### src/rtl/unsigned_calc_inv_v.sv
// Sequential inverse of f = 7a - 3b + 6c: recovers a = (F + 3b - 6c) / 7 with a
// bit-serial restoring divider, flagging results no 4-bit unsigned a could produce.
module unsigned_calc_inv_v (
    input  logic       i_clk,
    input  logic       i_rst,
    input  logic       i_start,
    input  logic [7:0] i_fu,
    input  logic [3:0] i_bu,
    input  logic [3:0] i_cu,
    output logic [3:0] o_au,
    output logic [2:0] o_rem,
    output logic       o_err,
    output logic       o_valid,
    output logic       o_busy
);

    typedef enum logic [1:0] {IDLE, CHECK, DIV, DONE} state_t;

    state_t     state_q;
    logic [8:0] num_q;
    logic [7:0] dvd_q;
    logic [7:0] quot_q;
    logic [2:0] rem_q;
    logic [2:0] cnt_q;
    logic [3:0] au_q;
    logic [2:0] orem_q;
    logic       err_q;
    logic       valid_q;

    logic [8:0] b_ext;
    logic [8:0] c_ext;
    logic [8:0] num_d;
    logic [3:0] r_shift;
    logic [3:0] r_sub;
    logic       q_bit;
    logic [2:0] rem_d;
    logic [7:0] quot_d;

    // 9-bit two's complement covers -218..172, so the wrap-around sum is exact.
    always_comb begin
        b_ext = {5'b0, i_bu};
        c_ext = {5'b0, i_cu};
        num_d = {i_fu[7], i_fu} + (b_ext << 1) + b_ext - (c_ext << 2) - (c_ext << 1);
    end

    // One restoring step: bring in the dividend MSB, subtract 7 when it fits.
    always_comb begin
        r_shift = {rem_q, dvd_q[7]};
        r_sub   = r_shift - 4'd7;
        q_bit   = (r_shift >= 4'd7);
        rem_d   = q_bit ? r_sub[2:0] : r_shift[2:0];
        quot_d  = (quot_q << 1) | {7'b0, q_bit};
    end

    always_ff @(posedge i_clk or posedge i_rst) begin
        if (i_rst) begin
            state_q <= IDLE;
            num_q   <= '0;
            dvd_q   <= '0;
            quot_q  <= '0;
            rem_q   <= '0;
            cnt_q   <= '0;
            au_q    <= '0;
            orem_q  <= '0;
            err_q   <= 1'b0;
            valid_q <= 1'b0;
        end else begin
            valid_q <= 1'b0;
            case (state_q)
                IDLE: begin
                    if (i_start) begin
                        num_q   <= num_d;
                        state_q <= CHECK;
                    end
                end
                CHECK: begin
                    if (num_q[8]) begin
                        err_q   <= 1'b1;
                        au_q    <= '0;
                        orem_q  <= '0;
                        valid_q <= 1'b1;
                        state_q <= DONE;
                    end else begin
                        dvd_q   <= num_q[7:0];
                        rem_q   <= '0;
                        quot_q  <= '0;
                        cnt_q   <= 3'd7;
                        state_q <= DIV;
                    end
                end
                DIV: begin
                    dvd_q  <= dvd_q << 1;
                    rem_q  <= rem_d;
                    quot_q <= quot_d;
                    cnt_q  <= cnt_q - 3'd1;
                    if (cnt_q == 3'd0) begin
                        valid_q <= 1'b1;
                        state_q <= DONE;
                        if (quot_d > 8'd15) begin
                            err_q  <= 1'b1;
                            au_q   <= '0;
                            orem_q <= '0;
                        end else begin
                            err_q  <= 1'b0;
                            au_q   <= quot_d[3:0];
                            orem_q <= rem_d;
                        end
                    end
                end
                DONE: begin
                    state_q <= IDLE;
                end
                default: begin
                    state_q <= IDLE;
                end
            endcase
        end
    end

    assign o_au    = au_q;
    assign o_rem   = orem_q;
    assign o_err   = err_q;
    assign o_valid = valid_q;
    assign o_busy  = (state_q != IDLE);

endmodule
### config.mk
export PLATFORM = sky130hd
export DESIGN_NAME = unsigned_calc_inv_v
export DESIGN_NICKNAME = d
export VERILOG_FILES = /design/src/rtl/unsigned_calc_inv_v.sv
export SDC_FILE = /design/constraint.sdc
export NUM_CORES = 1
export LEC_CHECK = 0
export CAP_MARGIN = 10
export CORE_UTILIZATION = 56
export CTS_CLUSTER_DIAMETER = 50
export DETAILED_ROUTE_END_ITERATION = 16
export GPL_TIMING_DRIVEN = 0
export PLACE_DENSITY_LB_ADDON = 0.12
export SETUP_SLACK_MARGIN = 0.4
export SYNTH_ARGS = -nofsm -noshare
export SYNTH_HDL_FRONTEND = slang
export SYNTH_SLANG_ARGS = --single-unit
### constraint.sdc
create_clock -name i_clk -period 2.5 [get_ports i_clk]
set_clock_uncertainty 0.05 [all_clocks]
set_input_delay 0.25 -clock i_clk [delete_from_list [all_inputs] [get_ports i_clk]]
set_output_delay 0.25 -clock i_clk [all_outputs]
set_load 0.05 [all_outputs]
# Word level (Yosys, flattened, before mapping)
# Index checks and enable logic that the tools add are counted.
# Widths: inputs -> output; s select.
# word_totals
regBits	41
in_bits	19
out_inout_bits	10
elab_cells	62
# classes
n_addsub	6
n_lt_le_gt_ge	2
n_eq_ne	7
muxes	28
bitwise_logic	1
n_reduce_logical	8
# op_table
cell	count
$mux 3	6
$pmux 3 s2	3
$pmux 8 s2	1
$pmux 7 s2	1
$mux 4	3
$add 8x6->9	1
$add 9x4->9	1
$sub 9x5->9	1
$sub 9x6->9	1
$gt 8x4->1 const B	1
$mux 8	1
$ne 2x2->1 const B	4
$or 8x1->8	1
$pmux 2 s4	1
$pmux 4 s2	1
$mux 7	1
$mux 1	6
$reduce_and 2->1	3
$eq 2x2->1 const B	2
$ge 4x3->1 const B	1
$mux 2	2
$pmux 1 s2	2
$reduce_bool 2->1	2
$logic_not 3->1	1
other kinds (5)	5

# Depth between registers and ports, before layout
# Gate-level depths: netlist of run 1.
# logic_depth
ltp_word	6
mapped_depth	12
ltp_nobuf	12

# Least setup slack after synthesis of run 1
# OpenSTA, ideal clock, no wires.
# synth_path
kind	input to register
from	input port i_fu[3]
to	register num_q[7]
setup_time_ps	69
t_arrival_ps	3168
required_ps	2381
setup_slack_ps	-787
cell_stages	12
n_path_buf	0
cell_sequence	inv_1 -> fa_1 -> inv_1 -> fa_1 -> inv_1 -> fa_1 -> inv_1 -> ha_1 -> nor2b_1 -> o31a_1 -> or4_1 -> nand3_1
# synth_between
elab_chain_len	4
# synth_rtl
item	line	source
start: declaration	7	input logic [7:0] i_fu,
$add 8x6->9	43	num_d = {i_fu[7], i_fu} + (b_ext << 1) + b_ext - (c_ext << 2) - (c_ext << 1);
$add 9x4->9	43	
$sub 9x6->9	43	
$sub 9x5->9	43	
end signal: assignment	72	num_q <= num_d;
end: declaration	20	logic [8:0] num_q;
# No other way between the ends.
# A chain may end at the register's enable or synchronous reset.

# Worst setup path after layout of run 1
# layout_path
from	input port i_cu[2]
to	register num_q[7]
# layout_between
elab_chain_len	2
# layout_rtl
item	line	source
start: declaration	9	input logic [3:0] i_cu,
$sub 9x6->9	43	
$sub 9x5->9 *	43	
# Every way passes the cells marked *; elsewhere a longest branch is shown, timed or not.

==> results of run 1 <==
layer usage:
metal,GRT usage,share of wire,up-vias
li1,-,-,919
met1,0.266,0.43,892
met2,0.395,0.53,45
met3,0.0349,0.029,10
met4,0.0635,0.015,0
met5,0,0,-
logic make-up after synthesis:
logic type	after synthesis	share of synthesized area
compound gates	63	0.167
xor+xnor	3	0.0104
fa+ha+maj	34	0.197
buf+inv	42	0.0680
flops	41	0.404
mux	11	0.0444
simple gates	47	0.108
sequential cells by signal, summed over array words and instances (netlist names):
register	cells
o_err	1
o_au	4
o_rem	3
dvd_q	8
cnt_q	3
rem_q	3
quot_q	7
state_q	2
num_q	9
o_valid	1
power breakdown:
group          total, mW  leakage, nW  switching [mW]  internal (mW)
Sequential          1.02        0.526           0.137          0.886
Combinational       1.86        0.920            1.04          0.821
Clock              0.537       0.0543           0.238          0.299
Total               3.42         1.50            1.42           2.01
timing repair:
action | in CTS | in global routing
setup buffers | 5 | 2
gates resized for setup | 41 | 9
pin swaps | 16 | 8
cloned | 0 | 0
endpoints found under the setup margin | 8 | 17
stage by stage:
stage	setup slack (ns)	hold slack [ns]	instance area [sq um]	utilization
global route	-0.549	0.460	3170	0.728
CTS	-0.507	0.425	3140	0.722
finish	-0.461	0.387	3170	0.728
floorplan	-0.614	0.393	2560	-
global placement	-1.19	0.413	2910	0.668
detailed placement	-1.23	0.421	2910	0.668
synth_stat cells, drive strengths merged (2+ instances only):
master / n / area, sq um
nor3: 2 / 21.3
nand3b: 2 / 15.0
inv: 34 / 128
buf: 5 / 33.8
nand3: 3 / 15.0
fa: 10 / 200
a21oi: 8 / 40.0
mux2: 2 / 22.5
o21ai: 22 / 110
nand2b: 3 / 26.3
a22o: 15 / 131
nor3b: 3 / 22.5
nand2: 19 / 71.3
ha: 24 / 300
dfrtp: 41 / 1030
nor4b: 2 / 17.5
xor2: 2 / 17.5
and2: 2 / 12.5
a211oi: 4 / 30.0
a21o: 2 / 15.0
clkbuf: 3 / 11.3
nor2: 3 / 11.3
o211ai: 2 / 15.0
mux2i: 9 / 90.1
nor2b: 4 / 25.0
worst paths after layout:
path	depth (start not counted)	slack, ns	to	start
max in group asynchronous	2	1.49	o_valid	i_rst
min reg2reg	1	0.44	cnt_q[0]	cnt_q[0]
min	2	0.39	quot_q[5]	i_rst
max	12	-0.46	num_q[7]	i_cu[2]
min in group i_clk	1	0.44	cnt_q[0]	cnt_q[0]
max reg2reg	8	0.55	o_au[3]	state_q[0]
area by class of cell:
type                            count  area [sq um]  area share
Buffer                              8          45.0      0.0142
Clock buffer                        5          68.8      0.0217
Inverter                           34           128      0.0402
Multi-Input combinational cell    158          1470       0.462
Sequential cell                    41          1030       0.323
Tap cell                           52          65.1      0.0205
Timing Repair Buffer               35           327       0.103
Clock inverter                      3          46.3      0.0146
==> results.md, run 1 <==
* Status: complete, but fails checks
* Failing checks: negative setup slack
* Die Wd at 69.3 um
* Max Fanout on Critical Path at 3
* Lkg Pwr at 1.50 nW
* DR WL/cell at 14.2 um
* IO Count at 29
* Top delay family on crit path: adder cells
* Final wirelength at 4790 um
* # clock sinks at 41
* Slew HR at 0.450
* Period utilization at 1.18
* Top FF cell, synth: dfrtp_1
* Share of post-route cells with drive strength above 1 at 0.187
* Largest net degree at the start of global routing at 42
* Final min period at 2.96 ns
* Max Freq at 338 MHz
* Total track usage at 0.218
* Cells after Synth at 241
* Worst Max-Slew Pin Slew at 0.824 ns
* Final setup TNS at -2.39 ns
* Pwr/cell area at 1080 mW/mm^2
* Hpwl dp at 3400 um
* Total Power at 3.42 mW
* Register area share after synthesis at 0.404
* Number of iterations in the first detailed-routing pass at 5
* CTS Hold Buffers Added at 0
* Hold violation total from the final report at 0
* Critical Path Source Type: primary input
* Crit path cell chain: buf_8 > fa_1 > inv_1 > fa_1 > inv_1 > fa_1 > inv_2 > ha_4 > nor2b_4 > o31a_1 > or4_1 > nand3_1
* Critical path data required time at 2.68 ns
* Most frequent cells in the layout: dfrtp_1, inv_1, nand2_1, clkdlybuf4s50_1, ha_1
* EDFF count, synth at 0
* Routed vias/inst at 5.55
* Worst setup margin at -0.461 ns
* Commonest non-fill, non-tap cell in the layout: dfrtp_1
* Slowest-stage cell, CP: fa_1
* H-tree Lvls at 2
* Worst path most repeated cell: fa_1
* Antenna violations before repair at 0
* Grt ovf at 0
* # diodes at 0
* CP bufs+invs at 4
* Die area at 0.00480 sq mm
* Gpl congestion at 0.823
* Hold Path Class: primary input to asynchronous set/reset pin
* Clock slew at reported path FFs at 0.08 ns
* Worst skew pair latency at 0.29 ns
* Routed Antenna Nets at 0
* Netlist Area Pre-Place at 0.00254 sq mm
* Max cap viols at 0
* Synth Warn # at 0
* Core area at 0.00435 sq mm
* Starting Density at 0.583
* Clk buf depth at 2
* Die Ht at 69.3 um
* Syn avg cell area at 10.5 sq um
* TritonCTS clock tree: built
* Max incr delay on CP at 0.52 ns
* Arrival @ worst endpoint at 3.14 ns
* IR drop worst, VDD at 0.000488 V
* Via count at 1866
* DRC at 0
* Placed insts at 321
* Area growth, synth to finish at 25.0%
* RSZ-0062 raised after global routing: true
* Number of synthesized register bits at 41
* Iteration-0 DRC Markers at 93
* Final nets at 336
* Root Buffer: clkbuf_8
* Buffers on Ports at 28
* Synth cell types at 45
* FFs w/ async S/R, synth at 1.00
* Number of CTS-inserted buffers at 5
* # rows at 24
* Syn_nets at 294
* Number of global-route vias before repair at 1873
* Slew Limit Fails at 0
* Non-Filler Instances at 336
* Crit Path Class: primary input to flop
* Worst setup EP type: flop
* Fill cell count at 327
* Final-report setup violation count at 6
* First-pass GRT wire length at 8390 um
(Power assumes the default switching activity.)
==> inputs of run 2 (changes only) <==
--- a/config.mk
+++ b/config.mk
@@ -5,9 +5,9 @@
 export SDC_FILE = /design/constraint.sdc
 export NUM_CORES = 1
 export LEC_CHECK = 0
-export CAP_MARGIN = 10
+export CAP_MARGIN = 20
 export CORE_UTILIZATION = 56
-export CTS_CLUSTER_DIAMETER = 50
+export CTS_CLUSTER_DIAMETER = 30
 export DETAILED_ROUTE_END_ITERATION = 16
 export GPL_TIMING_DRIVEN = 0
 export PLACE_DENSITY_LB_ADDON = 0.12
==> results of run 2 <==
The final DEF is identical to that of run 1; final timing and power are the same.
==> RTL edit: new RTL, flow settings as in run 1 <==
Register the input `i_fu` before use, without a reset. The logic sees it one clock later. The other inputs are not delayed to match.
--- a/src/rtl/unsigned_calc_inv_v.sv
+++ b/src/rtl/unsigned_calc_inv_v.sv
@@ -15,6 +15,12 @@
 );
 
     typedef enum logic [1:0] {IDLE, CHECK, DIV, DONE} state_t;
+
+    logic [7:0] i_fu_q;
+
+    always_ff @(posedge i_clk) begin
+        i_fu_q <= i_fu;
+    end
 
     state_t     state_q;
     logic [8:0] num_q;
@@ -40,7 +46,7 @@
     always_comb begin
         b_ext = {5'b0, i_bu};
         c_ext = {5'b0, i_cu};
-        num_d = {i_fu[7], i_fu} + (b_ext << 1) + b_ext - (c_ext << 2) - (c_ext << 1);
+        num_d = {i_fu_q[7], i_fu_q} + (b_ext << 1) + b_ext - (c_ext << 2) - (c_ext << 1);
     end
 
     // One restoring step: bring in the dividend MSB, subtract 7 when it fits.
Behaviour: not the same (Yosys sat finds a counterexample within 4 cycles, from zero or initial values and one cycle with i_rst high).
==> RTL edit against run 1 <==
The run still ends with negative setup slack left; first-iteration DRC count up 85%; routed wire length up 17%; via count up 13%; power up 16%; worst setup slack better by 0.18 ns; sequential share of layout area up 1.5 points; critical endpoint is now num_q[8]$_DFFE_PP0P_; sequential cell count up 8; largest cell class unchanged; synthesized area up 10%; cell area up 11%; critical path type unchanged.
==> RTL edit: results (changes against run 1) <==
| Metric | Value |
|---|---|
| Outcome | `complete, but fails checks (unchanged)` |
| Failing checks | `negative setup slack (unchanged)` |
| Final setup fails | `6 (unchanged)` |
| GPL Wtd Cong | `0.814 (was 0.823)` |
| Initial DRC count | `172 (was 93)` |
| 1st-pass router iterations | `4 (was 5)` |
| Dpl cells | `375 (was 321)` |
| Switch share | `42.1% (was 41.4%)` |
| Vias after detailed routing | `2117 (was 1866)` |
| Top cell types by occurrence after synthesis | `dfrtp_1, inv_1, nand2_1 (was dfrtp_1, inv_1, ha_1)` |
| HP Class | `input port to flip-flop (was input port to asynchronous set/reset pin)` |
| First-pass GRT wire length | `9.58 mm (was 8.39 mm)` |
| Arrival @ worst endpoint | `2.94 ns (was 3.14 ns)` |
| FF-to-FF setup slack | `0.10 ns (was 0.55 ns)` |
| Clk_lat worst skew | `0.31 ns (was 0.29 ns)` |
| Pleak | `0.00161 uW (was 0.00150 uW)` |
| Largest registers | `num_q x9, dvd_q x8, i_fu_q x8 (was num_q x9, dvd_q x8, quot_q x7)` |
| Share of cells above drive strength 1 | `17.4% (was 18.7%)` |
| Synth top area cells | `dfrtp_1, ha_1, fa_1 (unchanged)` |
| Setup ws final | `-0.285 ns (was -0.461 ns)` |
| Reg2reg end | `num_q[8]$_DFFE_PP0P_ (was o_au[3]$_DFFE_PP0P_)` |
| Reg2Reg Depth | `10 (was 8)` |
| Fin nets | `372 (was 336)` |
| Peak supply drop | `0.000735 V (was 0.000488 V)` |
| Cells after synthesis | `280 (was 241)` |
| Fraction of registers with async set/reset | `83.7% (was 100%)` |
| Synthesized net count | `332 (was 294)` |
| WL per Instance | `14.4 microns (was 14.2 microns)` |
| GRT Util Overall | `24.0% (was 21.8%)` |
| Total wire length | `5.60 mm (was 4.79 mm)` |
| Yosys cell types | `50 (was 45)` |
-- RTL edit: cell type report --
class	instances	area, sq um
clock inverter	1	30.0
fill	354	1250
tap	67	83.8
timing repair buffer	33	327
multi-input combinational	187	1600
buffer	9	46.3
sequential	49	1190
clock buffer	7	86.3
inverter	35	146
-- RTL edit: logic make-up (layout without fill, tap and decap cells) --
group / Yosys count / count (layout) / share of synthesized area, %
muxes: 5 / 5 / 1.92
and+or+nand+nor: 70 / 70 / 12.8
DFF: 49 / 49 / 42.3
xor gates and xnor gates: 4 / 4 / 1.25
AOI/OAI and AO/OA: 75 / 75 / 18.4
buffers and inverters: 44 / 85 / 6.16
adders and majority gates: 33 / 33 / 17.2
-- RTL edit: power by group through the flow --
stage | logic (uW) | clock network (uW) | registers (uW)
floorplan | 1270 | 0 | 1340
finish | 2110 | 590 | 1270
global placement | 1760 | 0 | 1270
CTS | 1990 | 605 | 1260
detailed placement | 1810 | 0 | 1280
global route | 2320 | 647 | 1300
-- RTL edit: worst max path at each step --
stage                     depth (start not counted)  slack [ns]    start                    to
final                                            13       -0.28  i_cu[1]  num_q[8]$_DFFE_PP0P_
after floorplan                                  12       -0.44  i_bu[2]  num_q[6]$_DFFE_PP0P_
after global placement                           13       -1.13  i_bu[2]  num_q[6]$_DFFE_PP0P_
after global routing                             13       -0.34  i_cu[1]  num_q[8]$_DFFE_PP0P_
after detailed placement                         13       -1.18  i_bu[2]  num_q[6]$_DFFE_PP0P_
after CTS                                        12       -0.33  i_cu[1]  num_q[6]$_DFFE_PP0P_
-- RTL edit: per-stage QoR --
stage	hold WS [ns]	power, uW	worst slack, ns	area, sq um	setup TNS (ns)
finish	0.321	3960	-0.285	3510	-1.12
global route	0.308	4270	-0.340	3510	-1.54
CTS	0.314	3860	-0.331	3430	-1.26
detailed placement	0.422	3090	-1.18	3200	-6.63
global placement	0.417	3030	-1.13	3200	-6.36
floorplan	0.228	2610	-0.435	2830	-1.44
-- RTL edit: routing by layer --
| metal | vias to the layer above | part of all wire, % | track usage (%) |
|---|---|---|---|
| li1 | 1049 | - | - |
| met1 | 1016 | 48 | 34.7 |
| met2 | 43 | 46 | 35.8 |
| met3 | 9 | 4.3 | 4.28 |
| met4 | 0 | 1.8 | 9.80 |
| met5 | - | 0 | 0 |
-- RTL edit: critical path, delay by kind of cell --
family	cells	cell delay [ns]
AND/OR/NAND/NOR	1	0.15
AO/OA/AOI/OAI	3	0.46
adder cells (fa/ha/maj)	4	1.72
buffers and inverters	5	0.38
-- RTL edit: what timing repair did --
action / in CTS / in global routing
setup buffers: 3 / 2
resized for setup: 47 / 20
pin swaps: 18 / 11
endpoints found under the setup margin: 24 / 34
gates cloned: 0 / 0
hold endpoints to repair: 0 / 0
